## src/rtl/ex_stage_if.sv

```systemverilog
// ex_stage_if -- decode-to-execute handshake bundle for ex_stage.
//   slave  : the execute stage (consumes i_*, drives o_*)
//   master : the decode/MEM side or a bench (drives i_*, consumes o_*)
// Signals:
//   i_dec_valid, i_uop, i_dec_pc, i_rs1_val, i_rs2_val : uop from decode
//   i_stall, i_flush                                   : MEM backpressure, pipeline flush
//   o_ex_valid, o_ex_pc, o_ex_result, o_ex_rd, o_ex_rd_we : registered result
//   o_redirect, o_redirect_pc                          : taken control transfer pulse
//   o_stall_to_id                                      : backpressure to decode
interface ex_stage_if;

   // alu_op: 0 ADD, 1 SUB, 2 SLL, 3 SLT, 4 SLTU, 5 XOR, 6 SRL, 7 SRA, 8 OR, 9 AND, 10 PASSB
   // br_cond: 0 BEQ, 1 BNE, 4 BLT, 5 BGE, 6 BLTU, 7 BGEU
   typedef struct packed {
      logic [3:0]  alu_op;
      logic [31:0] imm;
      logic [4:0]  rd;
      logic        rd_we;
      logic        use_imm;
      logic        use_pc;
      logic        is_branch;
      logic [2:0]  br_cond;
      logic        is_jal;
      logic        is_jalr;
   } uop_t;

   logic        i_dec_valid;
   uop_t        i_uop;
   logic [31:0] i_dec_pc;
   logic [31:0] i_rs1_val;
   logic [31:0] i_rs2_val;
   logic        i_stall;
   logic        i_flush;

   logic        o_ex_valid;
   logic [31:0] o_ex_pc;
   logic [31:0] o_ex_result;
   logic [4:0]  o_ex_rd;
   logic        o_ex_rd_we;
   logic        o_redirect;
   logic [31:0] o_redirect_pc;
   logic        o_stall_to_id;

   modport slave (
      input  i_dec_valid, i_uop, i_dec_pc, i_rs1_val, i_rs2_val, i_stall, i_flush,
      output o_ex_valid, o_ex_pc, o_ex_result, o_ex_rd, o_ex_rd_we,
      output o_redirect, o_redirect_pc, o_stall_to_id
   );

   modport master (
      output i_dec_valid, i_uop, i_dec_pc, i_rs1_val, i_rs2_val, i_stall, i_flush,
      input  o_ex_valid, o_ex_pc, o_ex_result, o_ex_rd, o_ex_rd_we,
      input  o_redirect, o_redirect_pc, o_stall_to_id
   );

endinterface

```

## src/rtl/ex_stage.sv

```systemverilog
// ex_stage -- single-cycle execute stage: ALU, branch resolution, redirect and squash.
// Ports:
//   clk : clock, all state on rising edge
//   rst : synchronous active-high reset
//   ex  : ex_stage_if.slave (decode uop in, registered result / redirect out)
// A taken uop raises o_redirect for one cycle and opens a squash window of
// SQUASH_CYCLES unstalled cycles in which arriving decode uops are dropped.
module ex_stage #(
   parameter int unsigned SQUASH_CYCLES = 1,
   parameter logic [31:0] RESET_PC      = 32'h0000_0000
) (
   input logic       clk,
   input logic       rst,
   ex_stage_if.slave ex
);

   localparam logic ST_RUN    = 1'b0;
   localparam logic ST_SQUASH = 1'b1;

   localparam logic [1:0] SQ_LOAD = 2'(SQUASH_CYCLES);

   logic        state_q, state_d;
   logic [1:0]  cnt_q, cnt_d;

   logic        valid_q, rd_we_q, redirect_q;
   logic [31:0] pc_q, result_q, redirect_pc_q;
   logic [4:0]  rd_q;

   logic [31:0] op_a, op_b, alu_res, target, link;
   logic        cond, taken, accept;

   assign op_a = ex.i_uop.use_pc  ? ex.i_dec_pc    : ex.i_rs1_val;
   assign op_b = ex.i_uop.use_imm ? ex.i_uop.imm   : ex.i_rs2_val;
   assign link = ex.i_dec_pc + 32'd4;

   always_comb begin
      alu_res = '0;
      case (ex.i_uop.alu_op)
         4'd0:    alu_res = op_a + op_b;
         4'd1:    alu_res = op_a - op_b;
         4'd2:    alu_res = op_a << op_b[4:0];
         4'd3:    alu_res = {31'b0, $signed(op_a) < $signed(op_b)};
         4'd4:    alu_res = {31'b0, op_a < op_b};
         4'd5:    alu_res = op_a ^ op_b;
         4'd6:    alu_res = op_a >> op_b[4:0];
         4'd7:    alu_res = $signed(op_a) >>> op_b[4:0];
         4'd8:    alu_res = op_a | op_b;
         4'd9:    alu_res = op_a & op_b;
         4'd10:   alu_res = op_b;
         default: alu_res = '0;
      endcase
   end

   // Branch conditions always compare the register operands, never imm/pc.
   always_comb begin
      cond = 1'b0;
      case (ex.i_uop.br_cond)
         3'd0:    cond = ex.i_rs1_val == ex.i_rs2_val;
         3'd1:    cond = ex.i_rs1_val != ex.i_rs2_val;
         3'd4:    cond = $signed(ex.i_rs1_val) <  $signed(ex.i_rs2_val);
         3'd5:    cond = $signed(ex.i_rs1_val) >= $signed(ex.i_rs2_val);
         3'd6:    cond = ex.i_rs1_val <  ex.i_rs2_val;
         3'd7:    cond = ex.i_rs1_val >= ex.i_rs2_val;
         default: cond = 1'b0;
      endcase
   end

   assign taken  = ex.i_uop.is_jal | ex.i_uop.is_jalr | (ex.i_uop.is_branch & cond);
   assign target = ex.i_uop.is_jalr ? ((ex.i_rs1_val + ex.i_uop.imm) & ~32'h1)
                                    : (ex.i_dec_pc + ex.i_uop.imm);
   assign accept = ex.i_dec_valid & ~ex.i_stall & ~ex.i_flush & (cnt_q == 2'd0);

   // Squash window only advances on unstalled cycles; flush cancels it outright.
   always_comb begin
      state_d = state_q;
      cnt_d   = cnt_q;
      if (ex.i_flush) begin
         state_d = ST_RUN;
         cnt_d   = 2'd0;
      end else if (!ex.i_stall) begin
         case (state_q)
            ST_RUN: begin
               if (accept && taken) begin
                  state_d = ST_SQUASH;
                  cnt_d   = SQ_LOAD;
               end
            end
            ST_SQUASH: begin
               cnt_d = cnt_q - 2'd1;
               if (cnt_q <= 2'd1) begin
                  state_d = ST_RUN;
                  cnt_d   = 2'd0;
               end
            end
            default: state_d = ST_RUN;
         endcase
      end
   end

   always_ff @(posedge clk) begin
      if (rst) begin
         state_q       <= ST_RUN;
         cnt_q         <= 2'd0;
         valid_q       <= 1'b0;
         redirect_q    <= 1'b0;
         redirect_pc_q <= '0;
         pc_q          <= RESET_PC;
         result_q      <= '0;
         rd_q          <= '0;
         rd_we_q       <= 1'b0;
      end else begin
         state_q <= state_d;
         cnt_q   <= cnt_d;
         if (ex.i_flush) begin
            valid_q    <= 1'b0;
            redirect_q <= 1'b0;
         end else if (ex.i_stall) begin
            // Hold the result; the redirect already fired and must not repeat.
            redirect_q <= 1'b0;
         end else begin
            valid_q    <= accept;
            redirect_q <= accept & taken;
            if (accept) begin
               pc_q     <= ex.i_dec_pc;
               result_q <= (ex.i_uop.is_jal | ex.i_uop.is_jalr) ? link : alu_res;
               rd_q     <= ex.i_uop.rd;
               rd_we_q  <= ex.i_uop.rd_we & ~ex.i_uop.is_branch;
               if (taken) redirect_pc_q <= target;
            end
         end
      end
   end

   assign ex.o_ex_valid    = valid_q;
   assign ex.o_ex_pc       = pc_q;
   assign ex.o_ex_result   = result_q;
   assign ex.o_ex_rd       = rd_q;
   assign ex.o_ex_rd_we    = rd_we_q;
   assign ex.o_redirect    = redirect_q;
   assign ex.o_redirect_pc = redirect_pc_q;
   assign ex.o_stall_to_id = ex.i_stall;

endmodule

```

## src/flat_wrapper.sv

```systemverilog
// flat-port wrapper written by rule: the top's interface ports become plain ports
module ex_stage_flat 
#(
   parameter int unsigned SQUASH_CYCLES = 1,
   parameter logic [31:0] RESET_PC      = 32'h0000_0000
)
  (clk, rst, ex_i_dec_valid, ex_i_uop, ex_i_dec_pc, ex_i_rs1_val, ex_i_rs2_val, ex_i_stall, ex_i_flush, ex_o_ex_valid, ex_o_ex_pc, ex_o_ex_result, ex_o_ex_rd, ex_o_ex_rd_we, ex_o_redirect, ex_o_redirect_pc, ex_o_stall_to_id);
  ex_stage_if ex_i ();
  input logic clk;
  input logic rst;
  input wire logic [$bits(ex_i.i_dec_valid)-1:0] ex_i_dec_valid;
  input wire logic [$bits(ex_i.i_uop)-1:0] ex_i_uop;
  input wire logic [$bits(ex_i.i_dec_pc)-1:0] ex_i_dec_pc;
  input wire logic [$bits(ex_i.i_rs1_val)-1:0] ex_i_rs1_val;
  input wire logic [$bits(ex_i.i_rs2_val)-1:0] ex_i_rs2_val;
  input wire logic [$bits(ex_i.i_stall)-1:0] ex_i_stall;
  input wire logic [$bits(ex_i.i_flush)-1:0] ex_i_flush;
  output wire logic [$bits(ex_i.o_ex_valid)-1:0] ex_o_ex_valid;
  output wire logic [$bits(ex_i.o_ex_pc)-1:0] ex_o_ex_pc;
  output wire logic [$bits(ex_i.o_ex_result)-1:0] ex_o_ex_result;
  output wire logic [$bits(ex_i.o_ex_rd)-1:0] ex_o_ex_rd;
  output wire logic [$bits(ex_i.o_ex_rd_we)-1:0] ex_o_ex_rd_we;
  output wire logic [$bits(ex_i.o_redirect)-1:0] ex_o_redirect;
  output wire logic [$bits(ex_i.o_redirect_pc)-1:0] ex_o_redirect_pc;
  output wire logic [$bits(ex_i.o_stall_to_id)-1:0] ex_o_stall_to_id;
  assign ex_i.i_dec_valid = ex_i_dec_valid;
  assign ex_i.i_uop = ex_i_uop;
  assign ex_i.i_dec_pc = ex_i_dec_pc;
  assign ex_i.i_rs1_val = ex_i_rs1_val;
  assign ex_i.i_rs2_val = ex_i_rs2_val;
  assign ex_i.i_stall = ex_i_stall;
  assign ex_i.i_flush = ex_i_flush;
  assign ex_o_ex_valid = ex_i.o_ex_valid;
  assign ex_o_ex_pc = ex_i.o_ex_pc;
  assign ex_o_ex_result = ex_i.o_ex_result;
  assign ex_o_ex_rd = ex_i.o_ex_rd;
  assign ex_o_ex_rd_we = ex_i.o_ex_rd_we;
  assign ex_o_redirect = ex_i.o_redirect;
  assign ex_o_redirect_pc = ex_i.o_redirect_pc;
  assign ex_o_stall_to_id = ex_i.o_stall_to_id;
  ex_stage #(.SQUASH_CYCLES(SQUASH_CYCLES), .RESET_PC(RESET_PC)) u_core (.clk(clk), .rst(rst), .ex(ex_i));
endmodule
```

## config.mk

```make
export PLATFORM = sky130hd
export DESIGN_NAME = ex_stage_flat
export DESIGN_NICKNAME = d
export VERILOG_FILES = /design/src/rtl/ex_stage_if.sv /design/src/rtl/ex_stage.sv /design/src/flat_wrapper.sv
export SDC_FILE = /design/constraint.sdc
export NUM_CORES = 1
export LEC_CHECK = 0
export CAP_MARGIN = 20
export CORE_ASPECT_RATIO = 0.5
export CORE_MARGIN = 2
export CORE_UTILIZATION = 50
export CTS_BUF_LIST = sky130_fd_sc_hd__clkbuf_8 sky130_fd_sc_hd__clkbuf_16
export DETAILED_ROUTE_END_ITERATION = 7
export HOLD_SLACK_MARGIN = 0.05
export PLACE_DENSITY_LB_ADDON = 0.15
export SYNTH_ARGS = -nofsm -noshare
export SYNTH_HDL_FRONTEND = slang
export SYNTH_SLANG_ARGS = --single-unit
export TNS_END_PERCENT = 100
```

## constraint.sdc

```tcl
create_clock -name clk -period 5.3 [get_ports clk]
set_input_delay 1.06 -clock clk [delete_from_list [all_inputs] [get_ports clk]]
set_output_delay 1.06 -clock clk [all_outputs]
set_load 0.02 [all_outputs]
```

==> impl_metrics.tcl <==
set metrics [dict create \
    status "complete, but fails checks" \
    violations "design-rule violations" \
    synth_edf_count 0 \
    insertion_delay_ps 380 \
    power_density_nw_per_um2 188.7 \
    grt_use_total_pct 50.82 \
    port_buffers 255 \
    relSlewSlack_pct 17.71 \
    rsz0062_at_grt "no" \
    path_clk_slew_ps 90 \
    grt-ovfl-total 0 \
    dr_total_vias 24664 \
    final_util_pct 63.42 \
    ys_seq_area_share_pct 11.30 \
    numCtsBuffers 9 \
    cts_tree "built" \
    period_share_pct 96.57 \
    postRouteAntennaNets 0 \
    yosys-top-cells-area "ha_1 13%, dfxtp_1 11%, mux2i_1 8.9%" \
    setup_viol 0 \
    crit_path_start_kind "input port" \
    dr.first_iter.drc_count 4034 \
    critPathMaxFanout 5 \
    ctsLongestPathBuffers 2 \
    post_drt_wl_per_cell_um 29.50 \
    wirelength_mm 104.1 \
    drv_slew 0 \
    p_leak_nw 10.03 \
    grt_max_degree 73 \
    worst_pin_slew_ps 1224 \
    htreeDepth 3 \
    tns_ps 0 \
    cp_data_arrival_time_ps 5340 \
    boundaryPins 256 \
    area_delta_synth_final_pct 24.96 \
    grt_pass1_wl_mm 149.2 \
    peakVddDrop_mv 0.1831 \
    post_synth.cell_area_avg_um2 7.057 \
    finClkSkew_ps 10.36 \
    cp-end-kind "flop" \
    yosysTopAreaCellShare_pct 12.61 \
    rows 50 \
    syn-cell-area_um2 18950 \
    synthDistinctLibCells 96 \
    power.total_mw 4.469 \
    yosys_warnings 0 \
    synthArstFlopShare_pct 0 \
    grt_pass1_vias 22749 \
    via_per_inst 6.989 \
    drc 8 \
    hold_class "reg2reg" \
    die_w_um 279.4 \
    required_ps 5520 \
    routabilityCongestion 1.151 \
    worstSetupPathType "in2reg" \
    synth_seq_cells 107 \
    clock_sinks 107 \
    core_region_area_um2 37350 \
    yosys_most_used_dff "dfxtp_1" \
    hold_viol_final 0 \
    nNetsFinal 3371 \
    synth_top_cell_by_area "ha_1" \
    max-cap-violations 0 \
    min_period_ps 5118 \
    syn_inst 2686 \
    synth_fp_nets 3032 \
    start_util_pct 50.75 \
    cts_root_buffer "clkbuf_16" \
    place_hpwl_mm 83.41 \
    dr.pass1.iters 8 \
    die_y_um 141.7 \
    max_freq_mhz 195.4 \
    antenna_found_initial 5 \
    die_area_um2 39580 \
    layout-drive-gt1-share_pct 12.01 \
]
## cell usage after synthesis (8+ instances only)
master	count
buf_2	36
o221ai_1	14
a31oi_1	34
xnor2_1	51
a21oi_1	247
nand4_1	29
or2_2	8
a22oi_1	23
or3_1	13
nor3_1	83
a311oi_1	15
nor4_1	14
a21o_1	44
o22ai_1	38
mux2i_1	168
inv_1	154
dfxtp_1	107
a221oi_1	23
o31ai_1	20
xor2_1	26
a211o_1	10
a2111oi_0	15
nand2b_1	31
ha_1	191
o211ai_1	39
o21ai_0	155
buf_1	12
and3_1	22
mux2_2	21
buf_4	9
o21bai_1	18
nand3_1	67
a221o_1	8
nand2_1	277
a22o_1	8
a211oi_1	62
clkbuf_1	118
o21a_1	27
o21ai_1	14
nor2b_1	15
nor2_1	227
o2111ai_1	9
## layout make-up
class                   instances  area (µm²)
multi-input cells            2241       15490
repair buffers                509        4492
flip-flops and latches        107        2142
clock inverters                 7       103.9
diodes                          5       12.51
clock buffers                   9       225.2
inverters                     157       603.1
fillers                      3431       13660
well taps                     494       618.1
## through the flow
| step | cells | hold slack (ps) | area [µm²] | setup slack (ps) |
|---|---|---|---|---|
| 2_1_floorplan | 2686 | 465.2 | 18950 | 403.6 |
| 3_3_place_gp | 3508 | 437.8 | 23340 | -245.5 |
| 3_5_place_dp | 3508 | 443.2 | 23340 | -171.6 |
| 4_1_cts | 3524 | 457.3 | 23670 | 183.9 |
| 5_1_grt | 3526 | 473.5 | 23680 | 153.9 |
| 6_report | 3529 | 457.9 | 23690 | 181.8 |
## routing by layer
metal / GRT usage (%) / wire (µm) / up-vias
met1: 63.42 / 38990 / 11499
met3: 22.18 / 17340 / 451
met4: 27.96 / 7015 / 2
met5: 0 / 11 / -
li1: - / - / 10705
met2: 73.21 / 40750 / 2007
## cells in the final DEF, fill, tap and decap left out, drive strengths merged, types with 27 or more instances in the layout
master / instances
clkdlybuf4s50: 251
a21oi: 248
mux2i: 174
buf: 258
nor3: 84
a31oi: 34
nand2: 277
a21o: 44
inv: 160
nand2b: 31
xnor2: 51
ha: 191
o21ai: 170
dfxtp: 107
nor2: 227
o211ai: 39
nand4: 29
nand3: 67
o22ai: 38
a211oi: 63
o21a: 27
## flip-flops by register name (all words and copies together) (netlist names)
register,cells
u_core.ex.o_ex_valid,1
u_core.ex.o_redirect,1
u_core.state_q,1
u_core.cnt_q,2
u_core.ex.o_ex_result,32
u_core.ex.o_ex_rd,5
u_core.ex.o_ex_rd_we,1
u_core.ex.o_ex_pc,32
u_core.ex.o_redirect_pc,32
## cell families (layout without fill, tap and decap cells)
family	count (synthesis)	count (layout)	synth area share [%]
adder cells (fa/ha/maj)	195	195	13.03
AO/OA/AOI/OAI	942	942	33.57
multiplexers	198	198	10.96
buffers and inverters	338	682	7.420
AND/OR/NAND/NOR	829	829	20.16
XOR/XNOR	77	77	3.558
other	0	5	0
flip-flops	107	107	11.30
## critical path, stage by stage
cell and delay (ps):
clkdlybuf4s50_1 520, mux2i_1 700, inv_1 250, ha_1 320, or2_2 300, o32a_1 300, a22oi_1 200, buf_4 200
a211oi_1 100, o31ai_1 240, a32oi_1 210, o41ai_1 760, a211oi_1 180
## path summary, 6_finish.rpt
kind	startpoint	end	slack (ps)	cells after the start
worst min register to register	u_core.ex.o_ex_rd[0]	u_core.ex.o_ex_rd[0]	460	2
worst min-delay path	u_core.ex.o_ex_rd[0]	u_core.ex.o_ex_rd[0]	460	2
worst max register to register	u_core.cnt_q[0]	u_core.ex.o_ex_result[31]	2520	8
worst max-delay path	ex_i_rs1_val[13]	u_core.ex.o_ex_result[18]	180	13
## power breakdown
group,total (mW),switching (mW),internal [mW],leakage (nW)
Sequential,0.860,0.0216,0.838,0.871
Clock,0.758,0.407,0.352,0.158
Combinational,2.85,1.78,1.07,9.00
## repair_timing
| item | CTS | global route |
|---|---|---|
| hold buffers | 0 | 0 |
| endpoints found under the setup margin | 0 | 2 |
| buffers inserted | 0 | 0 |
| resized for setup | 0 | 2 |
(Power assumes the default switching activity.)
